<file path="src/rtl/key_state_pkg.sv">
// key_state_pkg
// Shared definitions for the Mario control-button path and the seven-segment
// status display: the 6-bit state-code width, the five state codes, the FSM
// state type used by key_state and the button priority encoder.
// The display stage imports these codes and does not redefine them.
package key_state_pkg;

   localparam int CODE_W = 6;

   localparam logic [CODE_W-1:0] IDLE  = 6'd0;
   localparam logic [CODE_W-1:0] JUMP  = 6'd1;
   localparam logic [CODE_W-1:0] SPEED = 6'd2;
   localparam logic [CODE_W-1:0] LEFT  = 6'd3;
   localparam logic [CODE_W-1:0] RIGHT = 6'd4;

   typedef enum logic [1:0] {
      S_IDLE = 2'd0,
      S_SHOW = 2'd1,
      S_HOLD = 2'd2
   } fsm_t;

   // Lowest set bit wins: jump > speed > left > right; nothing pressed -> IDLE.
   function automatic logic [CODE_W-1:0] prio_req(input logic [3:0] lvl);
      logic [CODE_W-1:0] code;
      if (lvl[0]) begin
         code = JUMP;
      end else if (lvl[1]) begin
         code = SPEED;
      end else if (lvl[2]) begin
         code = LEFT;
      end else if (lvl[3]) begin
         code = RIGHT;
      end else begin
         code = IDLE;
      end
      return code;
   endfunction

endpackage

</file>
<file path="src/rtl/key_debounce.sv">
// key_debounce
// One button: two-flop synchroniser followed by a debounce counter. The
// debounced level only flips after DEB_CNT consecutive cycles in which the
// synchronised value disagrees with it; any agreeing cycle restarts the count.
// Ports:
//   clk      system clock
//   rst_n    asynchronous active-low reset
//   key_n    raw button, low = pressed, asynchronous to clk
//   key_lvl  debounced level, 1 = pressed
module key_debounce #(
   parameter int DEB_CNT = 1_000_000,
   parameter int DEB_W   = 20
) (
   input  logic clk,
   input  logic rst_n,
   input  logic key_n,
   output logic key_lvl
);

   localparam logic [DEB_W-1:0] DEB_LAST = DEB_W'(DEB_CNT - 1);

   logic             sync1_r;
   logic             sync2_r;
   logic             pressed_s;
   logic [DEB_W-1:0] cnt_r;

   // Two-stage synchroniser; resets to the released level.
   always_ff @(posedge clk or negedge rst_n) begin
      if (!rst_n) begin
         sync1_r <= 1'b1;
         sync2_r <= 1'b1;
      end else begin
         sync1_r <= key_n;
         sync2_r <= sync1_r;
      end
   end

   assign pressed_s = ~sync2_r;

   // Debounce counter and registered debounced level.
   always_ff @(posedge clk or negedge rst_n) begin
      if (!rst_n) begin
         cnt_r   <= {DEB_W{1'b0}};
         key_lvl <= 1'b0;
      end else if (pressed_s == key_lvl) begin
         cnt_r   <= {DEB_W{1'b0}};
         key_lvl <= key_lvl;
      end else if (cnt_r == DEB_LAST) begin
         cnt_r   <= {DEB_W{1'b0}};
         key_lvl <= pressed_s;
      end else begin
         cnt_r   <= cnt_r + DEB_W'(1);
         key_lvl <= key_lvl;
      end
   end

endmodule

</file>
<file path="src/rtl/key_state.sv">
// key_state
// Turns the four raw Mario buttons into the 6-bit state code shown on the
// seven-segment display. Each button is debounced, the debounced levels are
// priority encoded, and any non-idle code is held on state_no for at least
// HOLD_CNT cycles so that a short tap stays readable.
// Ports:
//   clk        system clock
//   rst_n      asynchronous active-low reset
//   key_n[3:0] raw buttons, low = pressed (0 jump, 1 speed, 2 left, 3 right)
//   key_lvl    debounced levels, 1 = pressed, same bit order as key_n
//   state_no   displayed code: IDLE/JUMP/SPEED/LEFT/RIGHT
//   state_chg  one-cycle pulse in the cycle state_no takes a new value
module key_state
   import key_state_pkg::*;
#(
   parameter int DEB_CNT  = 1_000_000,
   parameter int HOLD_CNT = 25_000_000,
   parameter int DEB_W    = 20,
   parameter int HOLD_W   = 25
) (
   input  logic              clk,
   input  logic              rst_n,
   input  logic [3:0]        key_n,
   output logic [3:0]        key_lvl,
   output logic [CODE_W-1:0] state_no,
   output logic              state_chg
);

   localparam logic [HOLD_W-1:0] HOLD_LAST = HOLD_W'(HOLD_CNT - 1);
   localparam logic [HOLD_W-1:0] HOLD_ZERO = {HOLD_W{1'b0}};

   fsm_t              state_r;
   logic [HOLD_W-1:0] hold_cnt_r;
   logic [HOLD_W-1:0] hold_dec_s;
   logic [CODE_W-1:0] req_s;

   genvar gi;
   generate
      for (gi = 0; gi < 4; gi++) begin : g_deb
         key_debounce #(
            .DEB_CNT (DEB_CNT),
            .DEB_W   (DEB_W)
         ) u_deb (
            .clk     (clk),
            .rst_n   (rst_n),
            .key_n   (key_n[gi]),
            .key_lvl (key_lvl[gi])
         );
      end
   endgenerate

   assign req_s = prio_req(key_lvl);

   // Hold counter saturates at zero once the minimum display time has elapsed.
   assign hold_dec_s = (hold_cnt_r == HOLD_ZERO) ? HOLD_ZERO : (hold_cnt_r - HOLD_W'(1));

   // Display FSM with registered code, hold counter and change strobe.
   always_ff @(posedge clk or negedge rst_n) begin
      if (!rst_n) begin
         state_r    <= S_IDLE;
         hold_cnt_r <= HOLD_ZERO;
         state_no   <= IDLE;
         state_chg  <= 1'b0;
      end else begin
         case (state_r)
            S_IDLE: begin
               if (req_s != IDLE) begin
                  state_no   <= req_s;
                  hold_cnt_r <= HOLD_LAST;
                  state_chg  <= 1'b1;
                  state_r    <= S_SHOW;
               end else begin
                  state_chg  <= 1'b0;
               end
            end
            S_SHOW: begin
               if (req_s == state_no) begin
                  hold_cnt_r <= hold_dec_s;
                  state_chg  <= 1'b0;
               end else if (req_s != IDLE) begin
                  // A different key takes over at once, no hold wait.
                  state_no   <= req_s;
                  hold_cnt_r <= HOLD_LAST;
                  state_chg  <= 1'b1;
               end else if (hold_cnt_r == HOLD_ZERO) begin
                  state_no   <= IDLE;
                  state_chg  <= 1'b1;
                  state_r    <= S_IDLE;
               end else begin
                  hold_cnt_r <= hold_dec_s;
                  state_chg  <= 1'b0;
                  state_r    <= S_HOLD;
               end
            end
            S_HOLD: begin
               if (req_s != IDLE) begin
                  // A re-press of the same key restarts the hold silently.
                  state_chg  <= (req_s != state_no);
                  state_no   <= req_s;
                  hold_cnt_r <= HOLD_LAST;
                  state_r    <= S_SHOW;
               end else if (hold_cnt_r == HOLD_ZERO) begin
                  state_no   <= IDLE;
                  state_chg  <= 1'b1;
                  state_r    <= S_IDLE;
               end else begin
                  hold_cnt_r <= hold_dec_s;
                  state_chg  <= 1'b0;
               end
            end
            default: begin
               state_r    <= S_IDLE;
               hold_cnt_r <= HOLD_ZERO;
               state_no   <= IDLE;
               state_chg  <= 1'b0;
            end
         endcase
      end
   end

endmodule

</file>
<file path="config.mk">
export PLATFORM = sky130hd
export DESIGN_NAME = key_state
export DESIGN_NICKNAME = d
export VERILOG_FILES = /design/src/rtl/key_state_pkg.sv /design/src/rtl/key_debounce.sv /design/src/rtl/key_state.sv
export SDC_FILE = /design/constraint.sdc
export NUM_CORES = 1
export LEC_CHECK = 0
export CAP_MARGIN = 40
export CORE_ASPECT_RATIO = 1.25
export CORE_MARGIN = 2
export CORE_UTILIZATION = 30
export DETAILED_ROUTE_END_ITERATION = 16
export GPL_ROUTABILITY_DRIVEN = 0
export GPL_TIMING_DRIVEN = 0
export PLACE_DENSITY = 0.47
export SYNTH_ARGS = -nofsm -noshare
export SYNTH_HDL_FRONTEND = slang
export SYNTH_SLANG_ARGS = --single-unit
export TNS_END_PERCENT = 5
</file>
<file path="constraint.sdc">
create_clock -name clk -period 3.19 [get_ports clk]
set_input_delay 0.4785 -clock clk [delete_from_list [all_inputs] [get_ports clk]]
set_output_delay 0.4785 -clock clk [all_outputs]
set_load 0.01 [all_outputs]
</file>
==> summary by stage <==
Timing
The final critical-path required period is 2714 ps. Measured against its own limit, the worst slew margin works out to 45.78%. The period utilization is 85.08%. The count of pins over their slew limit came to 0.

The count of endpoints failing hold in the final timing report is 0. Setup repair after global routing left no endpoint under its margin. Hold is met by 84.30 ps. The transition time of the tightest slew-check pin is 810.4 ps. The number of endpoints failing setup at the final stage is 0. The maximum clock frequency is ~370 MHz.

The clock skew is 7.294 ps.

Synth
In this run the mean area of a mapped cell was ~9.4 um2. The cell with the most instances after synthesis is sky130_fd_sc_hd__dfrtp_1. The mapped netlist covers 6409 um2. The count of flip-flops with a built-in enable after synthesis is 0. The most used flip-flop cell after synthesis is sky130_fd_sc_hd__dfrtp_1.

The count of warnings emitted by yosys is 0. Of all cell types, the one taking the most synthesized area is sky130_fd_sc_hd__dfrtp_1. After synthesis, the netlist uses a little under 60 different library cells. Yosys attributes the largest share of cell area to sky130_fd_sc_hd__dfrtp_1 45%, sky130_fd_sc_hd__nor2_1 6.5%, sky130_fd_sc_hd__xor2_1 6.0%. Sorting the synthesized cells by how often they occur yields 115 x sky130_fd_sc_hd__dfrtp_1, 111 x sky130_fd_sc_hd__nor2_1, 49 x sky130_fd_sc_hd__nand2_1. For this run, asynchronously set or reset flops after synthesis account for between 90% and 100%. The sequential area share after synthesis is 48.18%. Counting every instance in the synthesized netlist gives 681. The top cell type by area accounts for 44.90% of the synthesized area.

The total of flip-flops plus latches after synthesis is 123.

Worst hold path
The path class of the lowest-slack min-delay path is primary input to asynchronous set/reset pin.

Clock tree
The buffer depth of the longest clock path is 2. CTS placed an instance of sky130_fd_sc_hd__clkbuf_16 at the clock tree root. The H-tree depth is 4. The TritonCTS buffer count is 17. The number of buffers added to fix hold violations after cts is 0. The number of buffers inserted to repair setup after CTS is 0.

The clock sink total is around 120. The CTS tree is built. The insertion delay of the later-clocked pin in the worst-skew pair is between 400 and 500 ps.

After clock tree synthesis, the clock-pin slew on the worst setup and hold paths is ~60 ps.

Pwr
The design draws 3.526 mW. In this run the static leakage power is ~3.2 nW. Power spread over the standard cell area amounts to 471.4 nW/um2. The worst supply voltage drop on vdd is approximately 0.0003 V.

Setup path
Together, buffers and inverters on the worst path number 2. The critical path startpoint is hold_cnt_r[0]. Data arrives at the worst endpoint at 2950 ps.

The endpoint type of the worst setup path is a register. The critical path in this run is classified as register to register. For this run, the slowest stage of the critical path takes 520 ps. The sort of element at the start of the critical path is a register.

The cell family contributing the most delay on the critical path is compound AO/OA/AOI/OAI gates. At the worst endpoint, the required time is between 3000 and 4000 ps. The worst register-to-register path begins at hold_cnt_r[0]. The critical path goes through inv_1, ha_1, nor4b_1, nand4_1, o21ai_1, buf_2, nor3_1, o21ai_0, o311ai_0.

The maximum net fanout on the critical path is 10. For this design, the slowest cell found on the critical path is sky130_fd_sc_hd__o21ai_1.

Placed design
Buffers placed on the I/O ports in this run total 13. After legalization and detailed placement, the total HPWL measured slightly below 10000 um. The placed instance count is 971.

Global route
The initial antenna violation count is 0. The first-pass GRT wire length is 24440 um. Across every metal layer, demand over resource in global routing totals between 10 and 15%. The number of global-route vias before repair is 5091.

For this run the aggregate overflow at the end of global routing stands at 0. Entering global routing, the biggest net connects 75 pins.

Run status
The flow ran to the end, and the final reports show no timing, DRC or antenna violations.

Layout
0 antenna diodes ended up in the layout. The share of post-route cells with drive strength above 1 is 9.328%. Excluding fillers, the count of instances in the completed layout stands at 1003. The area growth from synthesis to layout is 16.73%. The net count of the finished layout is 733.

Flow run
The max-capacitance violation count is 0.

Die
The floorplan step defined a core boundary enclosing 20890 um2. In this run the core area contains slightly below 60 standard-cell rows. The die covers 22550 um2. The die height is 167.4 um.

From left edge to right edge, the die measures around 130 um. The number of I/O pins is 17. For this configuration, the core starts out at a cell density of 30.68%.

Routing
In the routed design, unresolved DRC markers number 0. The first detailed-routing pass ran for 5 iterations. Using the TritonRoute via totals, the vias-per-cell ratio works out to 4.948.

The wire length per cell after detailed routing is 14.10 um. In this run the remaining antenna-violating nets after routing total 0. The first routing iteration left about 270 violations.

The via total after detailed routing is 4963. For this block, the routed nets add up to 14140 um of wire.
==> registers in the layout, summed over array words and instances, names as in the netlist <==
register and flops:
g_deb.u_deb.cnt_r 80, hold_cnt_r 25, g_deb.u_deb.key_lvl 4, g_deb.u_deb.sync1_r 4
g_deb.u_deb.sync2_r 4, state_no 3, state_r 2, state_chg 1
==> final timing paths <==
kind,end,slack (ps),cells past startpoint
worst max-delay path,hold_cnt_r[11],480,9
worst min-delay path,g_deb[2].u_deb.cnt_r[11],80,1
worst max register to register,hold_cnt_r[11],480,9
worst min register to register,g_deb[2].u_deb.sync2_r,350,0
max in group asynchronous,g_deb[1].u_deb.sync1_r,2330,2
min in group clk,g_deb[2].u_deb.sync2_r,350,0
==> layout make-up <==
| class | instances | area (um2) |
|---|---|---|
| fillers | 2122 | 13410 |
| multi-input cells | 514 | 3118 |
| flip-flops and latches | 123 | 3088 |
| clock buffers | 20 | 446.7 |
| well taps | 274 | 342.8 |
| repair buffers | 14 | 158.9 |
| plain buffers | 27 | 138.9 |
| clock inverters | 12 | 116.4 |
| inverters | 19 | 71.32 |
==> logic make-up after synthesis <==
group	count (synthesis)	share of synthesized area [%]
AOI/OAI and AO/OA	103	10.60
xor gates and xnor gates	76	10.39
adders and majority gates	11	2.148
buffers and inverters	46	3.280
DFF	123	48.18
muxes	2	0.3319
other	1	0.05851
and+or+nand+nor	319	25.01
==> worst register-to-register path: cells and delay by family, from the launching register on <==
| kind | cells | cell delay (ps) |
|---|---|---|
| flip-flops | 1 | 400 |
| buffers and inverters | 2 | 450 |
| AO/OA/AOI/OAI | 3 | 830 |
| adder cells (fa/ha/maj) | 1 | 160 |
| AND/OR/NAND/NOR | 3 | 710 |
==> layout by cell type, fill, tap and decap left out, drive strengths merged, types with 8 or more instances in the layout <==
| cell | count |
|---|---|
| clkdlybuf4s50 | 12 |
| and3 | 14 |
| dfrtp | 115 |
| nand3 | 48 |
| inv | 22 |
| buf | 15 |
| a21oi | 19 |
| xnor2 | 32 |
| o21ai | 29 |
| xor2 | 44 |
| nand4 | 10 |
| ha | 11 |
| a31oi | 9 |
| or2 | 8 |
| nand2 | 49 |
| nor2 | 111 |
| clkbuf | 34 |
| nor3 | 30 |
| nor4 | 11 |
| nor4b | 9 |
| dfstp | 8 |
| a22o | 9 |
| or3 | 8 |
| o31ai | 9 |
==> stage by stage <==
stage                     utilization [%]  TNS, ps  setup WS, ps  instance area [um2]
after floorplan                         -        0         947.4                 6416
after global placement              32.98  -397750         -3349                 6889
after detailed placement            33.11        0         224.7                 6918
after CTS                           35.81        0         225.2                 7481
after global routing                35.81        0         125.1                 7481
final                               35.81        0         476.0                 7481
==> routing by layer <==
| metal | global-route usage, % | share of wire, % | vias to the layer above |
|---|---|---|---|
| met4 | 4.851 | 1.8 | 0 |
| li1 | - | - | 2462 |
| met2 | 22.16 | 48 | 62 |
| met5 | 0 | 0 | - |
| met3 | 3.361 | 3.5 | 21 |
| met1 | 16.82 | 47 | 2418 |
==> what timing repair did <==
| action | 4_1_cts | 5_1_grt |
|---|---|---|
| gates resized for setup | 0 | 1 |
| hold endpoints to repair | 0 | 0 |
| setup endpoints to repair | 0 | 7 |
==> power by group <==
| group | internal, mW | switching [mW] | total, mW |
|---|---|---|---|
| clock | 1.10 | 0.741 | 1.84 |
| sequential | 1.58 | 0.0146 | 1.60 |
| combinational | 0.0279 | 0.0622 | 0.0901 |
| total | 2.71 | 0.817 | 3.53 |
Power figures use the tool's default switching activity.
